### src/rtl/microsequencer_pkg.sv
// Shared definitions for the microsequencer: microword field layout,
// next-state select encodings, condition select encodings and sequencer states.
package microsequencer_pkg;

    localparam int UPC_W    = 7;
    localparam int WORD_W   = 45;
    localparam int CTRL_W   = 32;

    localparam int CR_LSB   = 0;
    localparam int CR_MSB   = 6;
    localparam int NS_LSB   = 7;
    localparam int NS_MSB   = 9;
    localparam int INV_BIT  = 10;
    localparam int CSEL_LSB = 11;
    localparam int CSEL_MSB = 12;
    localparam int CTRL_LSB = 13;
    localparam int CTRL_MSB = 44;

    typedef enum logic [2:0] {
        NS_ENCODE  = 3'b000,
        NS_FETCH   = 3'b001,
        NS_INCR    = 3'b010,
        NS_CJUMP   = 3'b011,
        NS_JUMP    = 3'b100,
        NS_WAITMOC = 3'b101,
        NS_CALL    = 3'b110,
        NS_RET     = 3'b111
    } ns_e;

    typedef enum logic [1:0] {
        CSEL_PASS = 2'b00,
        CSEL_IRL  = 2'b01,
        CSEL_IRS  = 2'b10,
        CSEL_ONE  = 2'b11
    } csel_e;

    typedef enum logic [1:0] {
        ST_RUN  = 2'b00,
        ST_WAIT = 2'b01,
        ST_HALT = 2'b10
    } seq_state_e;

    // cond is packed as {IR_S, IR_L, COND_PASS}
    function automatic logic test_select(csel_e sel, logic [2:0] cond, logic inv);
        logic bit_sel;
        case (sel)
            CSEL_PASS: bit_sel = cond[0];
            CSEL_IRL:  bit_sel = cond[1];
            CSEL_IRS:  bit_sel = cond[2];
            default:   bit_sel = 1'b1;
        endcase
        return bit_sel ^ inv;
    endfunction

endpackage

### src/rtl/microsequencer_ustack.sv
// Return-address stack for microcode CALL/RET; push is ignored when full and
// pop is ignored when empty, the caller decides how to treat those cases.
module ustack
    import microsequencer_pkg::*;
#(
    parameter int STK_DEPTH = 4,
    parameter int DW        = UPC_W
) (
    input  logic          clk,
    input  logic          clr,
    input  logic          push,
    input  logic          pop,
    input  logic [DW-1:0] push_data,
    output logic [DW-1:0] top,
    output logic          full,
    output logic          empty
);

    localparam int PW = $clog2(STK_DEPTH);
    localparam logic [PW:0] FULL_SP = (PW+1)'(STK_DEPTH);

    logic [PW:0]   sp;
    logic [DW-1:0] mem [STK_DEPTH];
    logic [PW-1:0] top_idx;

    assign full    = (sp == FULL_SP);
    assign empty   = (sp == '0);
    assign top_idx = PW'(sp - 1'b1);
    assign top     = empty ? '0 : mem[top_idx];

    always_ff @(posedge clk or negedge clr) begin
        if (!clr) begin
            sp <= '0;
            for (int i = 0; i < STK_DEPTH; i++) begin
                mem[i] <= '0;
            end
        end else if (push && !full) begin
            mem[sp[PW-1:0]] <= push_data;
            sp              <= sp + 1'b1;
        end else if (pop && !empty) begin
            sp <= sp - 1'b1;
        end
    end

endmodule

### src/rtl/microsequencer.sv
// Microprogram sequencer: computes the next microstore address from the
// current microword and registers its control field into the MIR.
module microsequencer
    import microsequencer_pkg::*;
#(
    parameter int STK_DEPTH = 4,
    parameter int MOC_TMO   = 15
) (
    input  logic              clk,
    input  logic              clr,
    output logic [UPC_W-1:0]  rom_index,
    input  logic [WORD_W-1:0] rom_data,
    input  logic [UPC_W-1:0]  enc_addr,
    input  logic [2:0]        cond,
    input  logic              moc,
    output logic [CTRL_W-1:0] ctrl,
    output logic              stk_ovf,
    output logic              stk_unf,
    output logic              moc_err
);

    localparam int CNT_W = $clog2(MOC_TMO + 1);
    localparam logic [CNT_W-1:0] TMO_LAST = CNT_W'(MOC_TMO - 1);

    seq_state_e        state;
    logic [UPC_W-1:0]  upc;
    logic [CTRL_W-1:0] mir;
    logic [CNT_W-1:0]  wait_cnt;

    logic [UPC_W-1:0]  cr;
    ns_e               ns;
    csel_e             csel;
    logic              inv;
    logic              test;
    logic [UPC_W-1:0]  upc_inc;

    logic [UPC_W-1:0]  upc_next;
    logic              push;
    logic              pop;
    logic              wait_hold;
    logic              ovf_hit;
    logic              unf_hit;
    logic              tmo_hit;
    logic              err_hit;

    logic [UPC_W-1:0]  stk_top;
    logic              stk_full;
    logic              stk_empty;

    assign cr      = rom_data[CR_MSB:CR_LSB];
    assign ns      = ns_e'(rom_data[NS_MSB:NS_LSB]);
    assign csel    = csel_e'(rom_data[CSEL_MSB:CSEL_LSB]);
    assign inv     = rom_data[INV_BIT];
    assign test    = test_select(csel, cond, inv);
    assign upc_inc = upc + 7'd1;

    // The timeout fires on the WAIT cycle that would bring the count to MOC_TMO,
    // so moc arriving in that same cycle still wins.
    always_comb begin
        upc_next  = upc_inc;
        push      = 1'b0;
        pop       = 1'b0;
        wait_hold = 1'b0;
        ovf_hit   = 1'b0;
        unf_hit   = 1'b0;
        tmo_hit   = 1'b0;
        case (ns)
            NS_ENCODE: upc_next = enc_addr;
            NS_FETCH:  upc_next = '0;
            NS_INCR:   upc_next = upc_inc;
            NS_CJUMP:  upc_next = test ? cr : upc_inc;
            NS_JUMP:   upc_next = cr;
            NS_WAITMOC: begin
                if (!moc) begin
                    upc_next  = upc;
                    wait_hold = 1'b1;
                    tmo_hit   = (state == ST_WAIT) && (wait_cnt == TMO_LAST);
                end
            end
            NS_CALL: begin
                if (stk_full) begin
                    ovf_hit = 1'b1;
                end else begin
                    push     = 1'b1;
                    upc_next = cr;
                end
            end
            NS_RET: begin
                if (stk_empty) begin
                    unf_hit = 1'b1;
                end else begin
                    pop      = 1'b1;
                    upc_next = stk_top;
                end
            end
            default: upc_next = upc_inc;
        endcase
        if (state == ST_HALT) begin
            push    = 1'b0;
            pop     = 1'b0;
            ovf_hit = 1'b0;
            unf_hit = 1'b0;
            tmo_hit = 1'b0;
        end
    end

    assign err_hit = ovf_hit | unf_hit | tmo_hit;

    ustack #(
        .STK_DEPTH (STK_DEPTH),
        .DW        (UPC_W)
    ) u_stack (
        .clk       (clk),
        .clr       (clr),
        .push      (push),
        .pop       (pop),
        .push_data (upc_inc),
        .top       (stk_top),
        .full      (stk_full),
        .empty     (stk_empty)
    );

    // Any error parks the sequencer at address 0 with a blank MIR until clr.
    always_ff @(posedge clk or negedge clr) begin
        if (!clr) begin
            state    <= ST_RUN;
            upc      <= '0;
            mir      <= '0;
            wait_cnt <= '0;
            stk_ovf  <= 1'b0;
            stk_unf  <= 1'b0;
            moc_err  <= 1'b0;
        end else begin
            case (state)
                ST_HALT: begin
                    upc <= '0;
                    mir <= '0;
                end
                default: begin
                    if (err_hit) begin
                        state    <= ST_HALT;
                        upc      <= '0;
                        mir      <= '0;
                        wait_cnt <= '0;
                        stk_ovf  <= stk_ovf | ovf_hit;
                        stk_unf  <= stk_unf | unf_hit;
                        moc_err  <= moc_err | tmo_hit;
                    end else begin
                        upc <= upc_next;
                        mir <= rom_data[CTRL_MSB:CTRL_LSB];
                        if (wait_hold) begin
                            state    <= ST_WAIT;
                            wait_cnt <= (state == ST_WAIT) ? wait_cnt + 1'b1 : '0;
                        end else begin
                            state    <= ST_RUN;
                            wait_cnt <= '0;
                        end
                    end
                end
            endcase
        end
    end

    assign rom_index = upc;
    assign ctrl      = mir;

endmodule

### config.mk
export PLATFORM = sky130hd
export DESIGN_NAME = microsequencer
export DESIGN_NICKNAME = d
export VERILOG_FILES = /design/src/rtl/microsequencer_pkg.sv /design/src/rtl/microsequencer_ustack.sv /design/src/rtl/microsequencer.sv
export SDC_FILE = /design/constraint.sdc
export NUM_CORES = 1
export LEC_CHECK = 0
export BUFFER_PORTS_ARGS = -buffer_cell sky130_fd_sc_hd__clkbuf_2
export CAP_MARGIN = 30
export CORE_MARGIN = 4
export CORE_UTILIZATION = 40
export CTS_CLUSTER_DIAMETER = 100
export CTS_CLUSTER_SIZE = 10
export DETAILED_ROUTE_END_ITERATION = 16
export PLACE_DENSITY = 0.7
export SLEW_MARGIN = 15
export SYNTH_ARGS = -nofsm -noshare
export SYNTH_HDL_FRONTEND = slang
export SYNTH_SLANG_ARGS = --single-unit
### constraint.sdc
create_clock -name clk -period 2.34 [get_ports clk]
set_input_delay 0.117 -clock clk [delete_from_list [all_inputs] [get_ports clk]]
set_output_delay 0.117 -clock clk [all_outputs]
set_load 0.01 [all_outputs]
* Word-level counts from Yosys, hierarchy flattened
Index checks and enable logic that the tools add are counted.
Word-level totals: logic and storage cells 93, input port bits 58, bits in registers 79
Cells by class: bitwise operators 9, $add $sub $neg 4, eq/ne operators 14, muxes and demuxes 40, reductions and logical operators 11, order comparisons 3
Operators with widths (number):
- $mux 32 | 2
- $mux 7 | 9
- $pmux 7 s8 | 1
- $bwmux 28 | 1
- $mux 1 | 18
- $eq 3x3->1 const B | 5
- $bmux 7 s2 | 1
- $demux 7 s2 | 1
- $mux 4 | 3
- $add 7x1->7 const B | 1
- $eq 3x2->1 const B | 2
- $ge 3x3->1 const B | 2
- $logic_not 3->1 | 2
- $mux 3 | 2
- $not 2->3 | 2
- $or 1x1->1 | 5
- $add 4x1->4 const B | 1
- $eq 2x1->1 const B | 2
- $eq 2x2->1 const B | 2
- $eq 4x4->1 const B | 1
- $logic_and 1x1->1 | 4
- $ne 4x4->1 const B | 1
- $add 3x1->3 const B | 1
- $eq 3x1->1 const B | 1
- 10 further kinds | 11

* Logic depth before layout (Yosys ltp)
depth in word-level cells 9, gate-level depth with buffers 9, gate-level depth less buffers 8

* Hierarchy
A second synthesis with hierarchy kept.
Second synthesis, totals: cells, all modules 302, area, all modules 3833.7 sq um
Modules (own cells, without submodules):
- microsequencer | instances 1, cells each 199, sequential area each 1201.2 sq um, area an instance 2173.3 sq um
- ustack | instances 1, cells each 103, sequential area each 775.7 sq um, area an instance 1660.3 sq um

* Worst setup path after synthesis
No wires, ideal clock.
path kind register to register, start point register u_stack.sp[0], end point register upc[2] (netlist: rom_index[2]), setup time 0.126 ns, arrival 2.134 ns, cell stages (with the launch flop) 9, path slack 0.080 ns, path through dfrtp_1 > buf_6 > inv_1 > ha_1 > clkbuf_1 > mux4_2 > a22o_1 > a21o_1 > a221o_1
Between the ends: longest elaborated chain between the ends 9, elaborated cells on any way between the ends 21, classes of those cells 1 x add/sub; 2 x eq/ne; 14 x mux; 3 x bitwise; 1 x reduce/logical
Ends and longest elaborated chain:
- from (decl) | line microsequencer_ustack.sv:22 | logic [PW:0] sp;
- from (signal assigned) | line microsequencer_ustack.sv:39 | sp <= sp + 1'b1;
- from (signal assigned) | line microsequencer_ustack.sv:41 | sp <= sp - 1'b1;
- $sub 3x1->3 | line microsequencer_ustack.sv:28 | assign top_idx = PW'(sp - 1'b1);
- net u_stack.top_idx[0] | line microsequencer_ustack.sv:24 | logic [PW-1:0] top_idx;
- $not 2->3 (implied by the code) | line microsequencer_ustack.sv:29 | assign top = empty ? '0 : mem[top_idx];
- $bmux 7 s2 | line microsequencer_ustack.sv:29
- $mux 7 (implied by the code) (2 in a row) | line microsequencer_ustack.sv:29
- $mux 7 | line microsequencer.sv:89 | if (stk_empty) begin
- $pmux 7 s8 | line microsequencer.sv:67 | case (ns)
- $mux 7 | line microsequencer.sv:140 | if (err_hit) begin
- $mux 7 | line microsequencer.sv:134 | case (state)
- to (signal assigned) | line microsequencer.sv:149 | upc <= upc_next;
- to (decl) | line microsequencer.sv:26 | logic [UPC_W-1:0] upc;
The timed path passes the listed nets, and every way through them passes these cells. The select of a mux whose other input is x is not followed. A chain may end at the register's enable or synchronous reset.

* Worst setup path after layout
start point register u_stack.sp[1], end point register upc[2] (netlist: rom_index[2])
Between the ends: longest elaborated chain between the ends 9, elaborated cells on any way between the ends 21, classes of those cells 1 x add/sub; 2 x eq/ne; 14 x mux; 3 x bitwise; 1 x reduce/logical
Ends and longest elaborated chain (line):
- $sub 3x1->3 | microsequencer_ustack.sv:28
- $not 2->3 (implied by the code) | microsequencer_ustack.sv:29
- $bmux 7 s2 | microsequencer_ustack.sv:29
- $mux 7 (implied by the code) (2 in a row) | microsequencer_ustack.sv:29
- $mux 7 | microsequencer.sv:89
- $pmux 7 s8 | microsequencer.sv:67
- $mux 7 | microsequencer.sv:140
- $mux 7 | microsequencer.sv:134
Parallel ways exist; a longest one is shown, timed or not. The select of a mux whose other input is x is not followed.

==> impl_metrics.py <==
metrics = {
    "outcome": {
        "run_status": "finished clean",
    },
    "placed_design": {
        "detailedPlacementHpwl_mm": 6.286,
        "final_wtd_congestion": 0.8821,
        "buffer_ports.inserted": 99,
    },
    "layout": {
        "syn_to_final_growth_pct": 34.07,
        "drive_above_1_share": 0.3283,
        "area.sequential_sq_mm": 0.001977,
        "layout.nets": 527,
        "multi_input_gate_area_sq_mm": 0.001511,
        "n_antenna_cell": 0,
        "nFillCells": 748,
    },
    "synth": {
        "synth_edf_count": 0,
        "synth_ff_type": "sky130_fd_sc_hd__dfrtp_1",
        "synth_nets": 386,
        "netlist_top_cells_area": "sky130_fd_sc_hd__dfrtp_1 (55%), sky130_fd_sc_hd__and2_1 (5.7%), sky130_fd_sc_hd__mux4_2 (4.4%), sky130_fd_sc_hd__o21ai_0 (3.6%), sky130_fd_sc_hd__nand2_1 (3.4%)",
        "synth_top_area_share": 0.5477,
        "synth-seq-area-share": 0.5477,
        "synthCells": 320,
        "synth.most_common_cell": "sky130_fd_sc_hd__dfrtp_1",
        "synth-warning-count": 0,
        "synth-seq-cells": 79,
        "synth.avg_cell_area_sq_um": 11.28,
        "yosys-top-cells-count": "sky130_fd_sc_hd__dfrtp_1 (79), sky130_fd_sc_hd__and2_1 (33), sky130_fd_sc_hd__nand2_1 (33)",
        "yosysTopAreaCell": "sky130_fd_sc_hd__dfrtp_1",
        "synth.distinct_cells": 52,
        "mappedNetlistArea_sq_mm": 0.003610,
        "post_synth_arst_share": 1.000,
    },
    "drt": {
        "detail_route.vias_per_cell": 5.115,
        "drcViolationCount": 0,
        "wl_per_cell_microns": 15.44,
        "detail_route.iter0.violations": 173,
        "route.antenna.remaining_nets": 0,
        "drt_pre_antenna_iters": 4,
        "wirelength_mm": 8.864,
        "num_vias": 2936,
    },
    "worst_setup_path": {
        "critPathLaunchType": "flip-flop",
        "crit_path_cell_trace": "inv_1 -> ha_1 -> nor2b_1 -> a31oi_1 -> o211a_1 -> o21ai_2 -> a21o_1 -> a221o_1",
        "worstPathBufferInverterCount": 1,
        "worst-path-max-fanout": 7,
        "critical_path.reg2reg.startpoint": "u_stack.sp[1]$_DFFE_PN0P_",
        "critPathArrivalTime_ns": 2.29,
        "worst_r2r_endpoint": "rom_index[2]$_DFFE_PN0P_",
        "worst_path_dominant_cell_family": "compound AO/OA/AOI/OAI gates",
        "number_of_cells_traversed_by_the_worst_register_to_register_path": 8,
        "critical_path.max_stage_delay_ns": 0.41,
        "reg2reg_slack_ns": 0.28,
        "critical_path.endpoint_type": "flip-flop",
        "worst-endpoint-required_ns": 2.58,
        "crit_cells": 8,
        "critical-path-slowest-cell": "sky130_fd_sc_hd__dfrtp_1",
        "criticalPathCategory": "reg -> reg",
    },
    "floorplan": {
        "die_area_sq_mm": 0.01061,
        "core-area_sq_mm": 0.008763,
        "dieHeight_microns": 103.0,
        "placementRows": 34,
        "design.portCount": 100,
        "start_util": 0.4119,
        "chipWidth_microns": 103.0,
    },
    "min_path": {
        "worstHoldEndpoint": "rom_index[1]$_DFFE_PN0P_",
        "whs_path_depth": 3,
        "hold_class": "in -> reg",
        "hold_start": "rom_data[1]",
    },
    "timing": {
        "max_slew.worst_pin.slew_ns": 0.7210,
        "final_period_minus_worst_setup_slack_ns": 2.057,
        "finalSetupViolations": 0,
        "finalCritPeriodShare": 0.8789,
        "worst_slew_margin_rel": 0.5157,
        "setup_skew_after_layout_ns": 0.008673,
        "max_clock_freq_ghz": 0.4862,
        "timing.final.hold_violations": 0,
        "setup_repair_after_global_routing_missed_its_margin": "no",
        "finalSetupTns_ns": 0,
        "final_max_slew_viol_count": 0,
    },
    "global_route": {
        "groute.usage.overall": 0.1798,
        "initial_antenna_violation_count": 0,
        "overflow": 0,
        "grt_first_pass_wirelength_mm": 14.52,
        "grt_max_degree": 80,
        "grt_pass1_vias": 2991,
    },
    "cts": {
        "worst_skew_pair.late_latency_ns": 0.35,
        "clk_path_buf_depth": 2,
        "post_cts_resized": 0,
        "cts_hold_buf": 34,
        "ctsHtreeMaxLevel": 3,
        "root_buffer": "sky130_fd_sc_hd__clkbuf_8",
        "post_cts_buffers": 0,
        "clkTransAtPathRegs_ns": 0.09,
        "numClockSinks": 79,
        "cts_tree": "yes",
        "cts-buffers-inserted": 9,
    },
    "power": {
        "ratio_of_total_power_to_cell_area_mw_per_mm2": 1049,
        "vdd_drop_max_v": 0.0006155,
        "post-layout-total-power_uw": 5076,
        "power.leakage_uw": 0.002386,
    },
    "run": {
        "cap_viol_max_count": 0,
    },
}
-- flip-flops by register name, indices dropped and copies added, names as in the netlist --
name,count
wait_cnt,4
state,2
u_stack.sp,3
rom_index,7
moc_err,1
stk_unf,1
u_stack.mem,28
stk_ovf,1
ctrl,32
-- per-layer routing --
metal  up-vias  part of all wire  GRT usage
met5         -                 0          0
met4         0             0.019    0.06673
met3        16              0.10    0.06766
met2       124              0.47     0.2708
met1      1413              0.40     0.2375
li1       1383                 -          -
-- logic make-up after synthesis --
logic type,count (synthesis),share of synthesized area
adder cells (fa/ha/maj),8,0.02773
AO/OA/AOI/OAI,73,0.1338
AND/OR/NAND/NOR,109,0.1657
buffers and inverters,26,0.03362
flip-flops,79,0.5477
XOR/XNOR,11,0.02669
multiplexers,14,0.06482
-- cell type report --
type                       instances  area share
clock buffer                      10     0.02844
clock inverter                     6     0.01913
timing repair buffer             144      0.1944
multi-input combinational        215      0.3123
inverter                          12    0.009307
sequential                        79      0.4085
tap                              108     0.02792
-- how the worst max path moves through the flow --
stage | endpoint | from | slack [ns]
floorplan | rom_index[2]$_DFFE_PN0P_ | u_stack.sp[0]$_DFFE_PN0P_ | 0.08
global placement | rom_index[2]$_DFFE_PN0P_ | u_stack.sp[1]$_DFFE_PN0P_ | 0.38
detailed placement | rom_index[2]$_DFFE_PN0P_ | u_stack.sp[1]$_DFFE_PN0P_ | 0.29
CTS | rom_index[2]$_DFFE_PN0P_ | u_stack.sp[1]$_DFFE_PN0P_ | 0.27
global route | rom_index[2]$_DFFE_PN0P_ | u_stack.sp[1]$_DFFE_PN0P_ | 0.11
finish | rom_index[2]$_DFFE_PN0P_ | u_stack.sp[1]$_DFFE_PN0P_ | 0.28
-- through the flow --
stage                     setup slack [ns]  instances  area (sq um)    util  hold slack, ns
after floorplan                    0.08008        320          3610       -         -0.1786
after global placement              0.3818        523          4242  0.4840          0.3232
after detailed placement            0.2879        523          4242  0.4840          0.3255
after CTS                           0.2715        573          4812  0.5491         0.07037
after global routing                0.1140        574          4840  0.5523         0.08072
final                               0.2834        574          4840  0.5523         0.08823
-- power by group --
| group | switching (uW) | internal (uW) | total [uW] |
|---|---|---|---|
| Sequential | 289 | 1810 | 2100 |
| Combinational | 954 | 873 | 1830 |
| Clock | 513 | 635 | 1150 |
| Total | 1760 | 3320 | 5080 |
-- layout by cell type, fill, tap and decap left out, types with 6 or more instances in the layout --
master and n:
sky130_fd_sc_hd__clkbuf_2 98, sky130_fd_sc_hd__dfrtp_1 79, sky130_fd_sc_hd__dlygate4sd3_1 34, sky130_fd_sc_hd__and2_1 33, sky130_fd_sc_hd__nand2_1 33, sky130_fd_sc_hd__o21ai_0 26, sky130_fd_sc_hd__nor2_1 16, sky130_fd_sc_hd__a21oi_1 16
sky130_fd_sc_hd__inv_1 12, sky130_fd_sc_hd__buf_4 11, sky130_fd_sc_hd__clkbuf_8 10, sky130_fd_sc_hd__ha_1 8, sky130_fd_sc_hd__nand3_1 7, sky130_fd_sc_hd__mux4_2 7, sky130_fd_sc_hd__xor2_1 6
-- worst reg2reg max path, cell delays in order (launching register included) --
cell and delay [ns]:
sky130_fd_sc_hd__dfrtp_1 0.41, sky130_fd_sc_hd__inv_1 0.11, sky130_fd_sc_hd__ha_1 0.26, sky130_fd_sc_hd__nor2b_1 0.19
sky130_fd_sc_hd__a31oi_1 0.19, sky130_fd_sc_hd__o211a_1 0.17, sky130_fd_sc_hd__o21ai_2 0.11, sky130_fd_sc_hd__a21o_1 0.19
sky130_fd_sc_hd__a221o_1 0.34
Note: power is estimated with default switching activity, not from simulation.
